**config.mk**
```make
export PLATFORM = sky130hd
export DESIGN_NAME = map_table_ckpt
export DESIGN_NICKNAME = d
export VERILOG_FILES = /design/src/rtl/mt_pkg.sv /design/src/rtl/map_ckpt_alloc.sv /design/src/rtl/map_table_ckpt.sv
export SDC_FILE = /design/constraint.sdc
export NUM_CORES = 2
export LEC_CHECK = 0
export ABC_CLOCK_PERIOD_IN_PS = 6400
export CAP_MARGIN = 30
export CORE_ASPECT_RATIO = 0.7
export CORE_MARGIN = 2
export CORE_UTILIZATION = 40
export DETAILED_ROUTE_END_ITERATION = 12
export PLACE_DENSITY = 0.54
export REMOVE_ABC_BUFFERS = 1
export SLEW_MARGIN = 5
export SYNTH_ARGS = -nofsm -noshare
export SYNTH_HDL_FRONTEND = slang
export SYNTH_SLANG_ARGS = --single-unit
```
**constraint.sdc**
```tcl
create_clock -name clk_i -period 6.4 [get_ports clk_i]
set_input_delay 1.28 -clock clk_i [delete_from_list [all_inputs] [get_ports clk_i]]
set_output_delay 1.28 -clock clk_i [all_outputs]
set_load 0.005 [all_outputs]
```
**src/rtl/mt_pkg.sv**
```systemverilog
// mt_pkg: shared types, default sizes and reset mapping for the checkpointed rename map table
package mt_pkg;
    localparam int ARCH_REGS_DEF  = 32;
    localparam int PHYS_REGS_DEF  = 64;
    localparam int DISPATCH_W_DEF = 2;
    localparam int CDB_W_DEF      = 1;
    localparam int CKPT_N_DEF     = 4;
    localparam int PW_DEF         = $clog2(PHYS_REGS_DEF);
    localparam int CW_DEF         = $clog2(CKPT_N_DEF);
    typedef struct packed {
        logic              ready;
        logic [PW_DEF-1:0] tag;
    } MT_ENTRY;
    typedef logic [CW_DEF-1:0] CKPT_ID;
    function automatic MT_ENTRY reset_entry(input int i);
        return '{ready: 1'b1, tag: PW_DEF'(i)};
    endfunction
endpackage

```
**src/rtl/map_ckpt_alloc.sv**
```systemverilog
// map_ckpt_alloc: checkpoint live bits, older-masks, lowest-free allocation and cascading release
module map_ckpt_alloc
    import mt_pkg::*;
#(
    parameter  int CKPT_N = CKPT_N_DEF,
    localparam int CW     = $clog2(CKPT_N)
) (
    input  logic          clk_i,
    input  logic          rst_ni,
    input  logic          take_i,
    input  logic          restore_en_i,
    input  logic [CW-1:0] restore_id_i,
    input  logic          free_en_i,
    input  logic [CW-1:0] free_id_i,
    output logic [CW-1:0] ckpt_id_o,
    output logic          ckpt_full_o,
    output logic          restore_ok_o,
    output logic          take_ok_o
);
    logic [CKPT_N-1:0]             live_q, live_d, kill, free_m;
    logic [CKPT_N-1:0][CKPT_N-1:0] older_q, older_d;
    logic                          free_ok;

    assign restore_ok_o = restore_en_i && live_q[restore_id_i];
    assign ckpt_full_o  = &live_q;
    assign take_ok_o    = take_i && !ckpt_full_o && !restore_ok_o;

    always_comb begin
        ckpt_id_o = '0;
        for (int i = CKPT_N - 1; i >= 0; i--)
            if (!live_q[i]) ckpt_id_o = CW'(i);
    end

    // A restore kills its own checkpoint and every younger one that recorded it as older
    always_comb begin
        kill = '0;
        for (int i = 0; i < CKPT_N; i++)
            kill[i] = restore_ok_o && (CW'(i) == restore_id_i || older_q[i][restore_id_i]);
    end

    assign free_ok = free_en_i && live_q[free_id_i] && !kill[free_id_i];
    assign free_m  = free_ok ? CKPT_N'(1) << free_id_i : '0;

    always_comb begin
        live_d = live_q & ~kill & ~free_m;
        for (int i = 0; i < CKPT_N; i++)
            older_d[i] = older_q[i] & ~kill & ~free_m;
        if (take_ok_o) begin
            live_d[ckpt_id_o]  = 1'b1;
            older_d[ckpt_id_o] = live_q & ~free_m;
        end
    end

    always_ff @(posedge clk_i or negedge rst_ni) begin
        if (!rst_ni) begin
            live_q  <= '0;
            older_q <= '0;
        end else begin
            live_q  <= live_d;
            older_q <= older_d;
        end
    end
endmodule

```
**src/rtl/map_table_ckpt.sv**
```systemverilog
// map_table_ckpt: multi-way rename map table with CDB ready updates and branch checkpoints
module map_table_ckpt
    import mt_pkg::*;
#(
    parameter  int ARCH_REGS  = ARCH_REGS_DEF,
    parameter  int PHYS_REGS  = PHYS_REGS_DEF,
    parameter  int DISPATCH_W = DISPATCH_W_DEF,
    parameter  int CDB_W      = CDB_W_DEF,
    parameter  int CKPT_N     = CKPT_N_DEF,
    localparam int AW         = $clog2(ARCH_REGS),
    localparam int PW         = $clog2(PHYS_REGS),
    localparam int CW         = $clog2(CKPT_N)
) (
    input  logic                                clk_i,
    input  logic                                rst_ni,
    input  logic [DISPATCH_W-1:0][1:0][AW-1:0]  rd_idx_i,
    output logic [DISPATCH_W-1:0][1:0][PW:0]    rd_tag_o,
    input  logic [DISPATCH_W-1:0]               wr_en_i,
    input  logic [DISPATCH_W-1:0][AW-1:0]       wr_idx_i,
    input  logic [DISPATCH_W-1:0][PW-1:0]       wr_tag_i,
    output logic [DISPATCH_W-1:0][PW-1:0]       told_o,
    input  logic [CDB_W-1:0]                    cdb_valid_i,
    input  logic [CDB_W-1:0][PW-1:0]            cdb_tag_i,
    input  logic                                ckpt_take_i,
    output logic [CW-1:0]                       ckpt_id_o,
    output logic                                ckpt_full_o,
    input  logic                                restore_en_i,
    input  logic [CW-1:0]                       restore_id_i,
    input  logic                                free_en_i,
    input  logic [CW-1:0]                       free_id_i
);
    typedef struct packed {
        logic          ready;
        logic [PW-1:0] tag;
    } entry_t;

    entry_t table_q [ARCH_REGS];
    entry_t table_d [ARCH_REGS];
    entry_t snap_q  [CKPT_N][ARCH_REGS];
    entry_t snap_d  [CKPT_N][ARCH_REGS];
    logic   restore_ok, take_ok;

    function automatic logic hit(input logic [PW-1:0] t, input logic [CDB_W-1:0] v,
                                 input logic [CDB_W-1:0][PW-1:0] tags);
        hit = 1'b0;
        for (int c = 0; c < CDB_W; c++) hit = hit | (v[c] && tags[c] == t);
    endfunction

    map_ckpt_alloc #(.CKPT_N(CKPT_N)) u_alloc (
        .clk_i        (clk_i),
        .rst_ni       (rst_ni),
        .take_i       (ckpt_take_i),
        .restore_en_i (restore_en_i),
        .restore_id_i (restore_id_i),
        .free_en_i    (free_en_i),
        .free_id_i    (free_id_i),
        .ckpt_id_o    (ckpt_id_o),
        .ckpt_full_o  (ckpt_full_o),
        .restore_ok_o (restore_ok),
        .take_ok_o    (take_ok)
    );

    // Later slots see earlier slots' renames; the youngest earlier writer wins
    always_comb begin
        entry_t        e;
        logic [AW-1:0] idx;
        logic [PW-1:0] t;
        e   = '0;
        idx = '0;
        t   = '0;
        for (int j = 0; j < DISPATCH_W; j++) begin
            for (int s = 0; s < 2; s++) begin
                idx     = rd_idx_i[j][s];
                e       = table_q[idx];
                e.ready = e.ready | hit(e.tag, cdb_valid_i, cdb_tag_i);
                for (int k = 0; k < j; k++)
                    if (wr_en_i[k] && wr_idx_i[k] == idx && idx != '0) e = '{1'b0, wr_tag_i[k]};
                rd_tag_o[j][s] = e;
            end
            t = table_q[wr_idx_i[j]].tag;
            for (int k = 0; k < j; k++)
                if (wr_en_i[k] && wr_idx_i[k] == wr_idx_i[j] && wr_idx_i[j] != '0) t = wr_tag_i[k];
            told_o[j] = t;
        end
    end

    always_comb begin
        for (int i = 0; i < ARCH_REGS; i++) begin
            table_d[i]       = table_q[i];
            table_d[i].ready = table_q[i].ready | hit(table_q[i].tag, cdb_valid_i, cdb_tag_i);
        end
        for (int k = 0; k < DISPATCH_W; k++)
            if (wr_en_i[k] && wr_idx_i[k] != '0) table_d[wr_idx_i[k]] = '{1'b0, wr_tag_i[k]};
        if (restore_ok)
            for (int i = 0; i < ARCH_REGS; i++) begin
                table_d[i]       = snap_q[restore_id_i][i];
                table_d[i].ready = snap_q[restore_id_i][i].ready
                                 | hit(snap_q[restore_id_i][i].tag, cdb_valid_i, cdb_tag_i);
            end
    end

    always_comb begin
        for (int c = 0; c < CKPT_N; c++)
            for (int i = 0; i < ARCH_REGS; i++) begin
                snap_d[c][i]       = snap_q[c][i];
                snap_d[c][i].ready = snap_q[c][i].ready | hit(snap_q[c][i].tag, cdb_valid_i, cdb_tag_i);
                if (take_ok && CW'(c) == ckpt_id_o) snap_d[c][i] = table_d[i];
            end
    end

    always_ff @(posedge clk_i or negedge rst_ni) begin
        if (!rst_ni) begin
            for (int i = 0; i < ARCH_REGS; i++) table_q[i] <= '{1'b1, PW'(i)};
            for (int c = 0; c < CKPT_N; c++)
                for (int i = 0; i < ARCH_REGS; i++) snap_q[c][i] <= '{1'b1, PW'(i)};
        end else begin
            for (int i = 0; i < ARCH_REGS; i++) table_q[i] <= table_d[i];
            for (int c = 0; c < CKPT_N; c++)
                for (int i = 0; i < ARCH_REGS; i++) snap_q[c][i] <= snap_d[c][i];
        end
    end
endmodule

```
==> impl_metrics.toml <==
[global_routing]
grtUsageMet2 = 0.495
grt.busiest_layer = "met1"
grt_pass1_vias = 61600
grt_pass1_wl_mm = 501
grt_max_degree = 151
track_usage = 0.364
gr-usage-met1 = 0.522
grt.met3_usage = 0.125
grt_overflow_total = 0
antenna_found_initial = 65

[layout]
final_common_cell = "nand2_1"
final_cells = 10100
mostFrequentLayoutCells = "nand2_1 (805), xnor2_1 (596), xor2_1 (592)"
layout-drive-gt1-share = 0.221
post-route-cell-area_um2 = 84000
nNetsFinal = 7494
syn_to_final_growth_pct = 10.7

[clock_network]
clkLatencyLatePin_ns = 0.80
cts.clk_slew.worst_paths_ns = 0.06
htree_levels = 3
cts_buffers = 119
cts-root-buf = "clkbuf_16"
post-cts-setup-buffer-count = 0
cts_tree = "done"
clockBufferDepth = 3
clock_sinks = 1136

[floorplanning]
die-area_um2 = 193000
row_count = 133
ios = 103
die_h_um = 368
initial_utilization = 0.403
fp.dieW_um = 525
coreArea_um2 = 188000

[drt]
drt_iter0_markers = 8914
wl_per_cell_um = 35.6
ant_nets = 0
drt_pre_antenna_iters = 8
wirelength_mm = 359
dr_total_vias = 65400
route.detailed.drc = 0
vias_per_cell = 6.49

[synth]
synth_ff_type = "dfrtp_1"
yosysWarnings = 0
yosysSeqAreaShare = 0.384
synth_edf_count = 0
ys_ff_latch = 1136
synthCells = 7620
async_reset_ff_frac = 1.00
syn_area_per_cell_um2 = 9.96
synth_area_um2 = 75900
synth_cell_types = 68

[critical_path]
crit_arrival_ns = 4.92
r2r-start = "u_alloc.live_q[0]$_DFF_PN0_"
path_delay_family = "buffers and inverters"
path_buf_inv = 4
reg2reg_slack_ns = 3.14
crit_slowest_cell = "dlygate4sd2_1"
critPathKind = "in -> out"
cpPeakStageDelay_ns = 0.75
cp_cell_sequence = "dlygate4sd2_1, nor2b_1, buf_4, a22oi_1, a21oi_1, or3_1, a21oi_1, nor4_1, a41o_1, buf_4, clkdlybuf4s50_1"
crit_required_ns = 5.12
path_max_fanout = 11
cp-end-kind = "output port"
worstSetupStartpoint = "rd_idx_i[13]"
crit_path_start_kind = "primary input"

[place]
placed_cell_area_um2 = 79600
hpwlAfterDp_mm = 246
gp_congestion = 1.09
placedCellCount = 9804
pre_cts_ws_ns = -0.0659
port_buffers = 102

[status]
status = "complete, no violations"

[sta]
skew_ns = 0.0449
hold_viol_final = 0
worst-slew-pin-transition_ns = 1.19
setup_viol = 0
clock.fmax_mhz = 161
rsz0062_at_grt = "false"
fin_crit_sh = 0.968
slew_violations = 0
period_needed_ns = 6.20
fin_ws_ns = 0.202
maxSlewHeadroom = 0.205

[pwr]
peakVddDrop_v = 0.000316
p_total_uw = 41500
p_leak_uw = 0.0329
cellPowerDensity_nw_per_um2 = 494

[flow_run]
max_cap_violations = 0

[min_path]
worstHoldStart = "snap_q[344]$_DFFE_PN1P_"
hold_path.class = "reg -> reg"
flip-flops by register name, indices dropped and copies added, names as in the netlist:
signal / flops
table_q: 224
u_alloc.live_q: 4
snap_q: 896
u_alloc.older_q: 12
layout make-up:
cell class	count	area [um2]
diodes	39	97.6
clock buffers	180	3540
clock inverters	48	578
fillers	17800	104000
inverters	240	901
multi-input cells	5546	42800
flip-flops and latches	1136	29100
well taps	2497	3120
repair buffers	391	3860
cells by family after synthesis:
kind of cell,share of synthesized area
compound gates,0.122
xor+xnor,0.137
flops,0.384
simple gates,0.123
buf+inv,0.0537
mux,0.181
what timing repair did:
| item | in CTS | in global routing |
|---|---|---|
| pin swaps | 0 | 0 |
| gates resized for setup | 1 | 2 |
| endpoints found under the setup margin | 1 | 2 |
| hold buffers | 0 | 0 |
worst paths after layout:
check / to / cells past startpoint
worst min-delay path: snap_q[344]$_DFFE_PN1P_ / 2
max in group asynchronous: snap_q[239]$_DFFE_PN0P_ / 2
worst max-delay path: rd_tag_o[20] / 11
worst min register to register: snap_q[344]$_DFFE_PN1P_ / 2
worst max register to register: snap_q[559]$_DFF_PN1_ / 7
min in group asynchronous: snap_q[498]$_DFFE_PN0P_ / 1
power by group:
part	total, uW	internal [uW]	switching (uW)
registers	18000	11400	6580
clock network	7440	4200	3230
logic	16000	7060	8970
stage by stage:
step	TNS [ns]	utilization	hold WS, ns
6_report	0	0.446	0.478
2_1_floorplan	-6582.18	-	0.457
3_3_place_gp	0	0.423	0.466
5_1_grt	0	0.446	0.493
3_5_place_dp	-0.0659	0.423	0.471
4_1_cts	0	0.445	0.480
layer usage:
metal  wire length, um  up-vias
li1                  -    27000
met1            157000    33600
met2            144000     3959
met3             41300      819
met4             17100       36
met5               370        -
synth_stat cells (27+ instances only):
| cell type | instances | share of area |
|---|---|---|
| dfrtp_1 | 576 | 0.19 |
| nor4_1 | 198 | 0.016 |
| nand2_1 | 805 | 0.040 |
| dfstp_2 | 560 | 0.19 |
| xnor2_1 | 596 | 0.069 |
| inv_1 | 237 | 0.012 |
| buf_4 | 30 | 0.0030 |
| a311oi_1 | 120 | 0.014 |
| nor3_1 | 152 | 0.010 |
| a22oi_1 | 47 | 0.0046 |
| nor2b_1 | 33 | 0.0027 |
| clkbuf_1 | 363 | 0.018 |
| mux4_2 | 512 | 0.15 |
| nand3_1 | 105 | 0.0069 |
| mux2_2 | 37 | 0.0055 |
| buf_2 | 195 | 0.013 |
| o21ai_1 | 135 | 0.0089 |
| mux2i_1 | 174 | 0.023 |
| a21oi_1 | 537 | 0.035 |
| nor2_1 | 441 | 0.022 |
| xor2_1 | 592 | 0.068 |
| o21ai_0 | 536 | 0.035 |
| buf_6 | 27 | 0.0040 |
| a211oi_1 | 84 | 0.0083 |
| nand4_1 | 213 | 0.018 |
| buf_1 | 83 | 0.0041 |
worst register-to-register path: cells and delay by family, from the launching register on:
kind                   cells  cell delay [ns]
muxes                      1             0.34
and+or+nand+nor            1             0.36
DFF                        1             0.49
AOI/OAI and AO/OA          3             0.67
buffers and inverters      2             1.33
(Power assumes the default switching activity.)
